`config.mk`:
```
export PLATFORM = sky130hd
export DESIGN_NAME = regfile_write_arbiter
export DESIGN_NICKNAME = d
export VERILOG_FILES = /design/src/rtl/regfile_write_arbiter.sv
export SDC_FILE = /design/constraint.sdc
export NUM_CORES = 1
export LEC_CHECK = 0
export CAP_MARGIN = 20
export CORE_ASPECT_RATIO = 0.75
export CORE_MARGIN = 2
export CORE_UTILIZATION = 40
export CTS_BUF_LIST = sky130_fd_sc_hd__clkbuf_8
export DETAILED_ROUTE_END_ITERATION = 10
export PLACE_DENSITY_LB_ADDON = 0.2
export SLEW_MARGIN = 20
export SYNTH_ARGS = -nofsm -noshare
export SYNTH_HDL_FRONTEND = slang
export SYNTH_SLANG_ARGS = --single-unit
```
`constraint.sdc`:
```
create_clock -name clk -period 2.5 [get_ports clk]
set_input_delay 0.625 -clock clk [delete_from_list [all_inputs] [get_ports clk]]
set_output_delay 0.625 -clock clk [all_outputs]
set_load 0.005 [all_outputs]
```
`src/rtl/regfile_write_arbiter.sv`:
```
// Register-file write-port arbiter.
// Merges ALU and load-unit writeback requests onto one registered write port,
// and keeps a busy scoreboard of destinations reserved at issue but not yet written back.
module regfile_write_arbiter #(
    parameter int RR_ENABLE = 1
) (
    input  logic        clk,
    input  logic        rst_n,
    input  logic        alu_valid,
    input  logic [4:0]  alu_rd,
    input  logic [31:0] alu_data,
    output logic        alu_ready,
    input  logic        lsu_valid,
    input  logic [4:0]  lsu_rd,
    input  logic [31:0] lsu_data,
    input  logic [2:0]  lsu_pattern,
    output logic        lsu_ready,
    input  logic        reserve_valid,
    input  logic [4:0]  reserve_rd,
    output logic        rf_wr_enable,
    output logic [4:0]  rf_wr_address,
    output logic [31:0] rf_wr_data,
    output logic [2:0]  rf_write_pattern,
    output logic [31:0] busy_mask
);

    // Write patterns understood by the register memory.
    localparam logic [2:0] REGISTER_WRITE_WORD          = 3'd0;
    localparam logic [2:0] REGISTER_WRITE_HALF_SIGNED   = 3'd1;
    localparam logic [2:0] REGISTER_WRITE_HALF_UNSIGNED = 3'd2;
    localparam logic [2:0] REGISTER_WRITE_BYTE_SIGNED   = 3'd3;
    localparam logic [2:0] REGISTER_WRITE_BYTE_UNSIGNED = 3'd4;

    typedef enum logic {
        GRANT_ALU = 1'b0,
        GRANT_LSU = 1'b1
    } grant_t;

    grant_t      last_grant_reg;
    logic        rf_wr_enable_reg;
    logic [4:0]  rf_wr_address_reg;
    logic [31:0] rf_wr_data_reg;
    logic [2:0]  rf_write_pattern_reg;
    logic [31:0] busy_mask_reg;

    logic        alu_preferred;
    logic        alu_fire;
    logic        lsu_fire;
    logic        xfer;
    logic [4:0]  xfer_rd;
    logic [31:0] xfer_data;
    logic [2:0]  xfer_pattern;
    logic [31:0] clear_mask;
    logic [31:0] set_mask;
    logic [31:0] busy_mask_next;

    // Grant selection: ALU wins a conflict only in round-robin mode when the LSU went last.
    // Ready is held low throughout reset so nothing is accepted while the port is cleared.
    always_comb begin
        alu_preferred = (RR_ENABLE != 0) && (last_grant_reg == GRANT_LSU);
        alu_ready     = rst_n && alu_valid && (!lsu_valid || alu_preferred);
        lsu_ready     = rst_n && lsu_valid && !(alu_valid && alu_preferred);
        alu_fire      = alu_valid && alu_ready;
        lsu_fire      = lsu_valid && lsu_ready;
        xfer          = alu_fire || lsu_fire;
    end

    // Mux the winning request onto the write-port inputs; ALU results are always full words.
    always_comb begin
        xfer_rd      = alu_rd;
        xfer_data    = alu_data;
        xfer_pattern = REGISTER_WRITE_WORD;
        if (lsu_fire) begin
            xfer_rd      = lsu_rd;
            xfer_data    = lsu_data;
            xfer_pattern = lsu_pattern;
        end
    end

    // Scoreboard update: a reservation beats a same-edge clear, and x0 is never busy.
    always_comb begin
        clear_mask     = xfer ? (32'd1 << xfer_rd) : 32'd0;
        set_mask       = reserve_valid ? (32'd1 << reserve_rd) : 32'd0;
        busy_mask_next = ((busy_mask_reg & ~clear_mask) | set_mask) & ~32'd1;
    end

    // Round-robin history only moves on a completed transfer.
    always_ff @(posedge clk or negedge rst_n) begin
        if (!rst_n) begin
            last_grant_reg <= GRANT_LSU;
        end else if (alu_fire) begin
            last_grant_reg <= GRANT_ALU;
        end else if (lsu_fire) begin
            last_grant_reg <= GRANT_LSU;
        end
    end

    // Registered write port: enable pulses per transfer (suppressed for x0); address/data/pattern hold when idle.
    always_ff @(posedge clk or negedge rst_n) begin
        if (!rst_n) begin
            rf_wr_enable_reg     <= 1'b0;
            rf_wr_address_reg    <= 5'd0;
            rf_wr_data_reg       <= 32'd0;
            rf_write_pattern_reg <= REGISTER_WRITE_WORD;
        end else begin
            rf_wr_enable_reg <= xfer && (xfer_rd != 5'd0);
            if (xfer) begin
                rf_wr_address_reg    <= xfer_rd;
                rf_wr_data_reg       <= xfer_data;
                rf_write_pattern_reg <= xfer_pattern;
            end
        end
    end

    // Busy scoreboard register.
    always_ff @(posedge clk or negedge rst_n) begin
        if (!rst_n) begin
            busy_mask_reg <= 32'd0;
        end else begin
            busy_mask_reg <= busy_mask_next;
        end
    end

    assign rf_wr_enable     = rf_wr_enable_reg;
    assign rf_wr_address    = rf_wr_address_reg;
    assign rf_wr_data       = rf_wr_data_reg;
    assign rf_write_pattern = rf_write_pattern_reg;
    assign busy_mask        = busy_mask_reg;

endmodule

```
# [After elaboration in Yosys (flattened, before gate mapping)]
# Cells that the tools add are included.
# W data, S select, Z words.
[word_totals] reg_bits=73 in_bits=87 output_inout_bits=75
[classes] shifts=2 mux=7 bitwise=3 n_reduce_logical=14
[op_table] cell="$mux W32" n=3
[op_table] cell="$shl A1 B5 Y32 const A" n=2
[op_table] cell="$and A32 B32 Y32" n=1
[op_table] cell="$not A32 Y32" n=1
[op_table] cell="$or A32 B32 Y32" n=1
[op_table] cell="$logic_and A1 B1 Y1" n=8
[op_table] cell="$mux W5" n=1
[op_table] cell="$reduce_bool A5 Y1" n=1
[op_table] cell="$mux W3" n=1
[op_table] cell="$logic_not A1 Y1" n=2
[op_table] cell="$logic_or A1 B1 Y1" n=2
[op_table] cell="$mux W1" n=2
[op_table] cell="$reduce_bool A2 Y1" n=1

# [Longest topological paths before layout]
# Gate-level depths: netlist (run 1).
[depth] word_depth=10 ltp_mapped=7 ltp_nobuf=5

# [Worst setup path after synthesis (run 1)]
# OpenSTA, ideal clock, no wires.
[synth_path] path_kind="in2out" from="input port alu_valid" to="output port alu_ready" arrival_time_ns=1.312 slack_ns=0.563 path_stages=4 path_buffers=2 path_cell_list="buf_2 > nand3_1 > clkbuf_1 > inv_1"
[synth_between] elab_chain_cells=2
[synth_lines] item="start, declared" line="9" rtl="input logic alu_valid,"
[synth_lines] item="$logic_and A1 B1 Y1 (2 in series)" line="61" rtl="alu_ready = rst_n && alu_valid && (!lsu_valid || alu_preferred);"
[synth_lines] item="end, declared" line="12" rtl="output logic alu_ready,"
# Every way passes these cells.

# [Worst setup path after layout (run 1)]
[layout_path] from="register last_grant_reg (netlist: alu_preferred)" to="output port alu_ready"
[layout_between] elab_chain_cells=2
[layout_lines] item="start, declared" line="39" rtl="grant_t last_grant_reg;"
[layout_lines] item="start signal, assigned" line="90" rtl="last_grant_reg <= GRANT_LSU;"
[layout_lines] item="start signal, assigned" line="92" rtl="last_grant_reg <= GRANT_ALU;"
[layout_lines] item="start signal, assigned" line="94" rtl="last_grant_reg <= GRANT_LSU;"
[layout_lines] item="$logic_or A1 B1 Y1" line="61"
[layout_lines] item="$logic_and A1 B1 Y1" line="61"
# Every way passes these cells.

==> flow_metrics.tcl, run 1 <==
set metrics [dict create \
    status "finished clean" \
    power_density_mw_per_mm2 565.8 \
    whs_ns 0.2634 \
    coreArea_mm2 0.009542 \
    final_antenna_net_count 0 \
    start_kind "flip-flop" \
    stdcell_count 747 \
    grt_max_degree 61 \
    clock_latency_ns 0.36 \
    synth_cell_types 39 \
    drv_slew 0 \
    synthFlopType "dfrtp_1" \
    cts.path.max_buffers 2 \
    dr_total_vias 4148 \
    synth.ff_latch_count 73 \
    reg2reg_slack_ns 0.65 \
    yosysMostFrequentCell "nor2_1" \
    hold_violations 0 \
    largest_register_ffs 32 \
    rr_endpoint "busy_mask[18]$_DFF_PN0_" \
    cts-root-buf "clkbuf_8" \
    grt_pass1_vias 3962 \
    die-height_um 89.12 \
    critical_path_peak_fanout 5 \
    cap_violations 0 \
    critPathCaptureType "output pin" \
    synth_area_leaders "dfrtp_1 (47%), nor2_1 (9.9%), nand3_1 (5.2%)" \
    drcViolationCount 0 \
    setup_violations 0 \
    worstSetupPathType "flip-flop to output pin" \
    synth_nets 535 \
    rsz0062_at_grt "no" \
    seq_area_frac_synth_pct 47.31 \
    placed_cell_area_mm2 0.005625 \
    wirelength_um 13000 \
    grt.total_usage_pct 24.85 \
    drive_gt1_share_pct 7.805 \
    yosys_warnings 0 \
    grt-ovfl-total 0 \
    io_pins 162 \
    syn_avg_cell_area_um2 8.624 \
    hold_buffers 0 \
    synthTopCellsByCount "nor2_1 (102), dfrtp_1 (72), nand2_1 (46)" \
    synth_edf_count 0 \
    fin_nets 697 \
    dp_hpwl_um 9319 \
    p_leak_uw 0.002303 \
    cts.htree.levels 3 \
    placed_cells 730 \
    die-area_mm2 0.01047 \
    worstRegToRegCells 6 \
    r2r_start "alu_preferred$_DFFE_PN1P_" \
    via_per_inst 5.553 \
    syn_inst 448 \
    worstPathRequired_ns 1.88 \
    worst_slew_pin_slew_ns 0.8993 \
    row_count 31 \
    drtPass1Iterations 5 \
    area_growth_pct 52.04 \
    clk_pin_slew_ns 0.07 \
    cts_buffers 9 \
    die_x_um 117.5 \
    drtIter0Drc 308 \
    relSlewSlack_pct 39.99 \
    multi_input_area_mm2 0.001874 \
    cts_tree "built" \
    grt_pass1_wl_um 20360 \
    start_util_pct 40.49 \
    fin_crit_ns 2.392 \
    synth_area_mm2 0.003864 \
    hold_class "primary input to asynchronous set/reset pin" \
    cp.arrival_ns 1.77 \
    synth_top_area_share_pct 46.63 \
    fmax_ghz 0.4181 \
    fillers 860 \
    ir_drop_uv 346.6 \
    regArea_mm2 0.001828 \
    stdcell_area_mm2 0.005874 \
    synthArstFlopShare_pct 100.0 \
    port_buffers 160 \
    antenna_cells 0 \
    wl_per_cell_um 17.41 \
    finClkSkew_ns 0.007040 \
    place.gp.congestion 0.8930 \
    antenna_found_initial 0 \
    fin_crit_sh_pct 95.67 \
    cts_sinks 73 \
    synth_top_cell_by_area "dfrtp_1" \
]
## power breakdown
part           total, µW  internal, µW  switching [µW]
Combinational        824           455             369
Sequential          1360          1290            68.1
Clock               1140           685             453
## final cells by class
class / instances / area share (%)
Sequential cell: 73 / 31.12
Timing Repair Buffer: 179 / 29.82
Multi-Input combinational cell: 344 / 31.91
Inverter: 3 / 0.1917
Tap cell: 132 / 2.811
Clock inverter: 6 / 1.810
Clock buffer: 10 / 2.343
## logic make-up (layout without fill, tap and decap cells)
kind of cell	count (synthesis)	in the layout	synth area share, %
flops	73	73	47.31
other cells	1	1	0.09706
simple gates	226	226	26.85
compound gates	117	117	21.44
buf+inv	31	198	4.307
## stage by stage
stage | utilization (%) | total power (µW) | setup TNS, ns | setup WS (ns)
after floorplan | - | 1697 | 0 | 0.5635
after global placement | 58.96 | 2179 | -0.1850 | -0.1277
after detailed placement | 58.96 | 2202 | -0.2026 | -0.1429
after CTS | 61.49 | 3347 | 0 | 0.04458
after global routing | 61.57 | 3466 | 0 | 0.001359
final | 61.57 | 3324 | 0 | 0.1084
## cells in the final DEF, fill, tap and decap left out, drive strengths merged
master / instances
nand2b: 7
a2111o: 2
dfrtp: 72
or4b: 1
a2bb2oi: 1
or2: 1
a32oi: 1
nor2b: 5
buf: 20
nand3b: 8
nand4bb: 3
dlygate4sd2: 2
clkinv: 3
nor2: 103
bufinv: 3
a2111oi: 4
o211ai: 22
nor4: 1
clkinvlp: 1
a22o: 3
nand3: 40
o21ai: 3
a21boi: 1
inv: 2
o22a: 1
conb: 1
dfstp: 1
a31oi: 5
a211o: 9
clkbuf: 10
a21bo: 1
nand4b: 3
nand2: 47
o22ai: 32
nand4: 7
a21oi: 32
clkdlybuf4s50: 157
## how the worst max path moves through the flow
| stage | from | to | slack, ns | cells after the start |
|---|---|---|---|---|
| 2_1_floorplan | alu_valid | alu_ready | 0.56 | 4 |
| 3_3_place_gp | lsu_valid | lsu_ready | -0.13 | 5 |
| 3_5_place_dp | lsu_valid | lsu_ready | -0.14 | 5 |
| 4_1_cts | alu_preferred$_DFFE_PN1P_ | alu_ready | 0.04 | 4 |
| 5_1_grt | alu_preferred$_DFFE_PN1P_ | alu_ready | 0.001 | 4 |
| 6_report | alu_preferred$_DFFE_PN1P_ | alu_ready | 0.11 | 4 |
## what timing repair did
action / in CTS / in global routing
gates cloned: 0 / 0
pin swaps: 0 / 0
buffers inserted: 0 / 1
gates resized for setup: 2 / 0
setup endpoints to repair: 2 / 1
## critical path, cell delays in order (launching register included)
cell and delay, ns:
dfstp_2 0.57, nand2b_4 0.13, nand3_1 0.12, inv_1 0.08
clkdlybuf4s50_1 0.51
## per-layer routing
metal | track usage (%) | up-vias | share of wire, %
li1 | - | 1944 | -
met1 | 33.03 | 1981 | 44
met2 | 39.98 | 204 | 46
met3 | 6.888 | 19 | 8.7
met4 | 8.324 | 0 | 1.4
met5 | 0 | - | 0
(Power assumes the default switching activity.)
==> run 2: changes to the inputs <==
--- a/config.mk
+++ b/config.mk
@@ -6,11 +6,14 @@
 export NUM_CORES = 1
 export LEC_CHECK = 0
 export CAP_MARGIN = 20
+export CELL_PAD_IN_SITES_DETAIL_PLACEMENT = 0
+export CELL_PAD_IN_SITES_GLOBAL_PLACEMENT = 1
 export CORE_ASPECT_RATIO = 0.75
 export CORE_MARGIN = 2
-export CORE_UTILIZATION = 40
+export CORE_UTILIZATION = 34
 export CTS_BUF_LIST = sky130_fd_sc_hd__clkbuf_8
 export DETAILED_ROUTE_END_ITERATION = 10
+export HOLD_SLACK_MARGIN = 0.06
 export PLACE_DENSITY_LB_ADDON = 0.2
 export SLEW_MARGIN = 20
 export SYNTH_ARGS = -nofsm -noshare
==> run 2 against run 1 <==
Fmax up 2.6%. Total power down 2.1%. Count of clock-buffer cells in the layout stayed put. Final area grew 0.23%. Hold slack got worse by 0.17 ns. Setup slack better by 0.061 ns. Global-route usage down 3.4 points. Sequential cell count unchanged. Routed wire length up 3.0%. Critical endpoint unchanged. Highest routed layer unchanged.
==> flow_metrics.tcl, run 2 (same netlist as run 1, synthesis figures left out) <==
set metrics [dict create \
    fin_nets 698 \
    cts_tree "built" \
    clk_pin_slew_ns 0.08 \
    grt_max_degree 79 \
    most-common-layout-cells "clkdlybuf4s50_1 (156), nor2_1 (102), dfrtp_1 (72)" \
    drv_slew 0 \
    switching_power_uw 914.9 \
    area_growth_pct 52.40 \
    grt_pass1_wl_um 20400 \
    drtPass1Iterations 4 \
    seq_power_share_pct 41.9 \
    die-area_mm2 0.01224 \
    port_buffers 160 \
    p_int_uw 2340 \
    cpPeakStageDelay_ns 0.48 \
    worstPathRequired_ns 1.88 \
    fillers 1011 \
    largest_register_ffs 32 \
    fin_crit_sh_pct 93.22 \
    grt.total_usage_pct 21.47 \
    antenna_cells 0 \
    clock_latency_ns 0.35 \
    final.setup.tns_ns 0 \
    cts_sinks 73 \
    setup_violations 0 \
    cap_violations 0 \
    layout_commonest_cell "clkdlybuf4s50_1" \
    finClkSkew_ns 0.006240 \
    finalPower_uw 3255 \
    fmax_ghz 0.4291 \
    power_frac_comb_pct 25.3 \
    die_x_um 127.1 \
    wl_per_cell_um 17.72 \
    start_util_pct 35.18 \
    grt-ovfl-total 0 \
    p_leak_uw 0.002300 \
    via_per_inst 5.403 \
    status "finished clean" \
    drcViolationCount 0 \
    placed_cells 740 \
    worstSetupPathType "primary input to output pin" \
    hold_class "primary input to asynchronous set/reset pin" \
    start_kind "primary input" \
    dr_total_vias 4085 \
    rsz0062_at_grt "no" \
    power_density_mw_per_mm2 552.7 \
    critPathCaptureType "output pin" \
    wirelength_um 13400 \
    p_sw_share_pct 28.11 \
    cts.path.max_buffers 2 \
    io_pins 162 \
    hold_violations 0 \
    drive_gt1_share_pct 8.117 \
    worst_slew_pin_slew_ns 0.9772 \
    critical_path_peak_fanout 2 \
    cp.arrival_ns 1.71 \
    cts_buffers 9 \
    crit_path_top_delay_cell "clkdlybuf4s50_1" \
    final_antenna_net_count 0 \
    cts.htree.levels 3 \
    grt_pass1_vias 3821 \
    place.gp.congestion 0.8396 \
    cts-root-buf "clkbuf_8" \
    power.share.clock_pct 32.8 \
    coreArea_mm2 0.01098 \
    relSlewSlack_pct 34.70 \
    dp_hpwl_um 9598 \
    ir_drop_uv 231.0 \
    cp_cell_sequence "clkdlybuf4s50_1, buf_4, nand2b_4, nand3_1, inv_1, dlygate4sd2_1" \
    fin_crit_ns 2.331 \
    final_util_pct 53.61 \
    row_count 33 \
    die-height_um 96.32 \
    antenna_found_initial 0 \
    stdcell_count 756 \
    cts_setup_buffers 0 \
    drtIter0Drc 268 \
]
run 2: cell types whose count changed in the layout (fill, tap and decap cells not counted):
cell | before | now
clkinv_4 | 0 | 1
clkdlybuf4s50_1 | 157 | 156
inv_1 | 2 | 1
clkinvlp_4 | 1 | 3
dlygate4sd2_1 | 2 | 3
bufinv_16 | 3 | 2
clkinv_2 | 1 | 0
buf_12 | 1 | 2
run 2: final timing paths:
path	start	end	slack, ns	cells past startpoint
max	lsu_valid	alu_ready	0.17	6
min	rst_n	rf_wr_data[19]$_DFFE_PN0P_	0.1	1
max reg2reg	alu_preferred$_DFFE_PN1P_	busy_mask[15]$_DFF_PN0_	0.77	4
min reg2reg	rf_wr_address[4]$_DFFE_PN0P_	rf_wr_address[4]$_DFFE_PN0P_	0.50	1
max in group asynchronous	rst_n	rf_wr_data[12]$_DFFE_PN0P_	1.78	2
min in group clk	rf_wr_address[4]$_DFFE_PN0P_	rf_wr_address[4]$_DFFE_PN0P_	0.50	1
run 2: per-stage QoR:
step | instance area (µm²) | hold WS (ns) | worst slack [ns]
after detailed placement | 5663 | 0.4685 | -0.1484
after floorplan | 3864 | 0.3294 | 0.5635
final | 5888 | 0.09741 | 0.1694
after global routing | 5888 | 0.08269 | 0.07938
after global placement | 5663 | 0.4677 | -0.1255
after CTS | 5888 | 0.08169 | 0.1657
run 2: area by class of cell:
class                   instances  area, µm²  share of cell area [%]
multi-input cells             344       1874                   31.83
flip-flops and latches         73       1828                   31.05
repair buffers                180       1770                   30.07
well taps                     140      175.2                   2.975
clock buffers                  10      137.6                   2.337
clock inverters                 6      91.34                   1.551
inverters                       3      11.26                  0.1912
run 2: per-layer routing:
layer  track usage, %  vias to the layer above  share of wire [%]
met1            30.59                     1983                 47
met3            5.392                       13                6.6
met4            5.861                        0                1.1
li1                 -                     1933                  -
met2            32.66                      156                 45
met5                0                        -                  0
run 2: repair_timing:
item | in CTS | in global routing
endpoints found under the setup margin | 2 | 0
resized for setup | 3 | 0
hold buffers | 0 | 0
run 2: worst max-delay path: cells and delay by family:
family,cells,cell delay [ns]
buffers and inverters,4,0.92
and+or+nand+nor,2,0.16
run 2: power groups by stage:
| stage | Combinational, µW | Clock [µW] | Sequential (µW) |
|---|---|---|---|
| 4_1_cts | 830 | 1100 | 1360 |
| 2_1_floorplan | 308 | 0 | 1390 |
| 5_1_grt | 898 | 1140 | 1380 |
| 3_5_place_dp | 828 | 0 | 1390 |
| 3_3_place_gp | 819 | 0 | 1380 |
| 6_report | 823 | 1070 | 1360 |
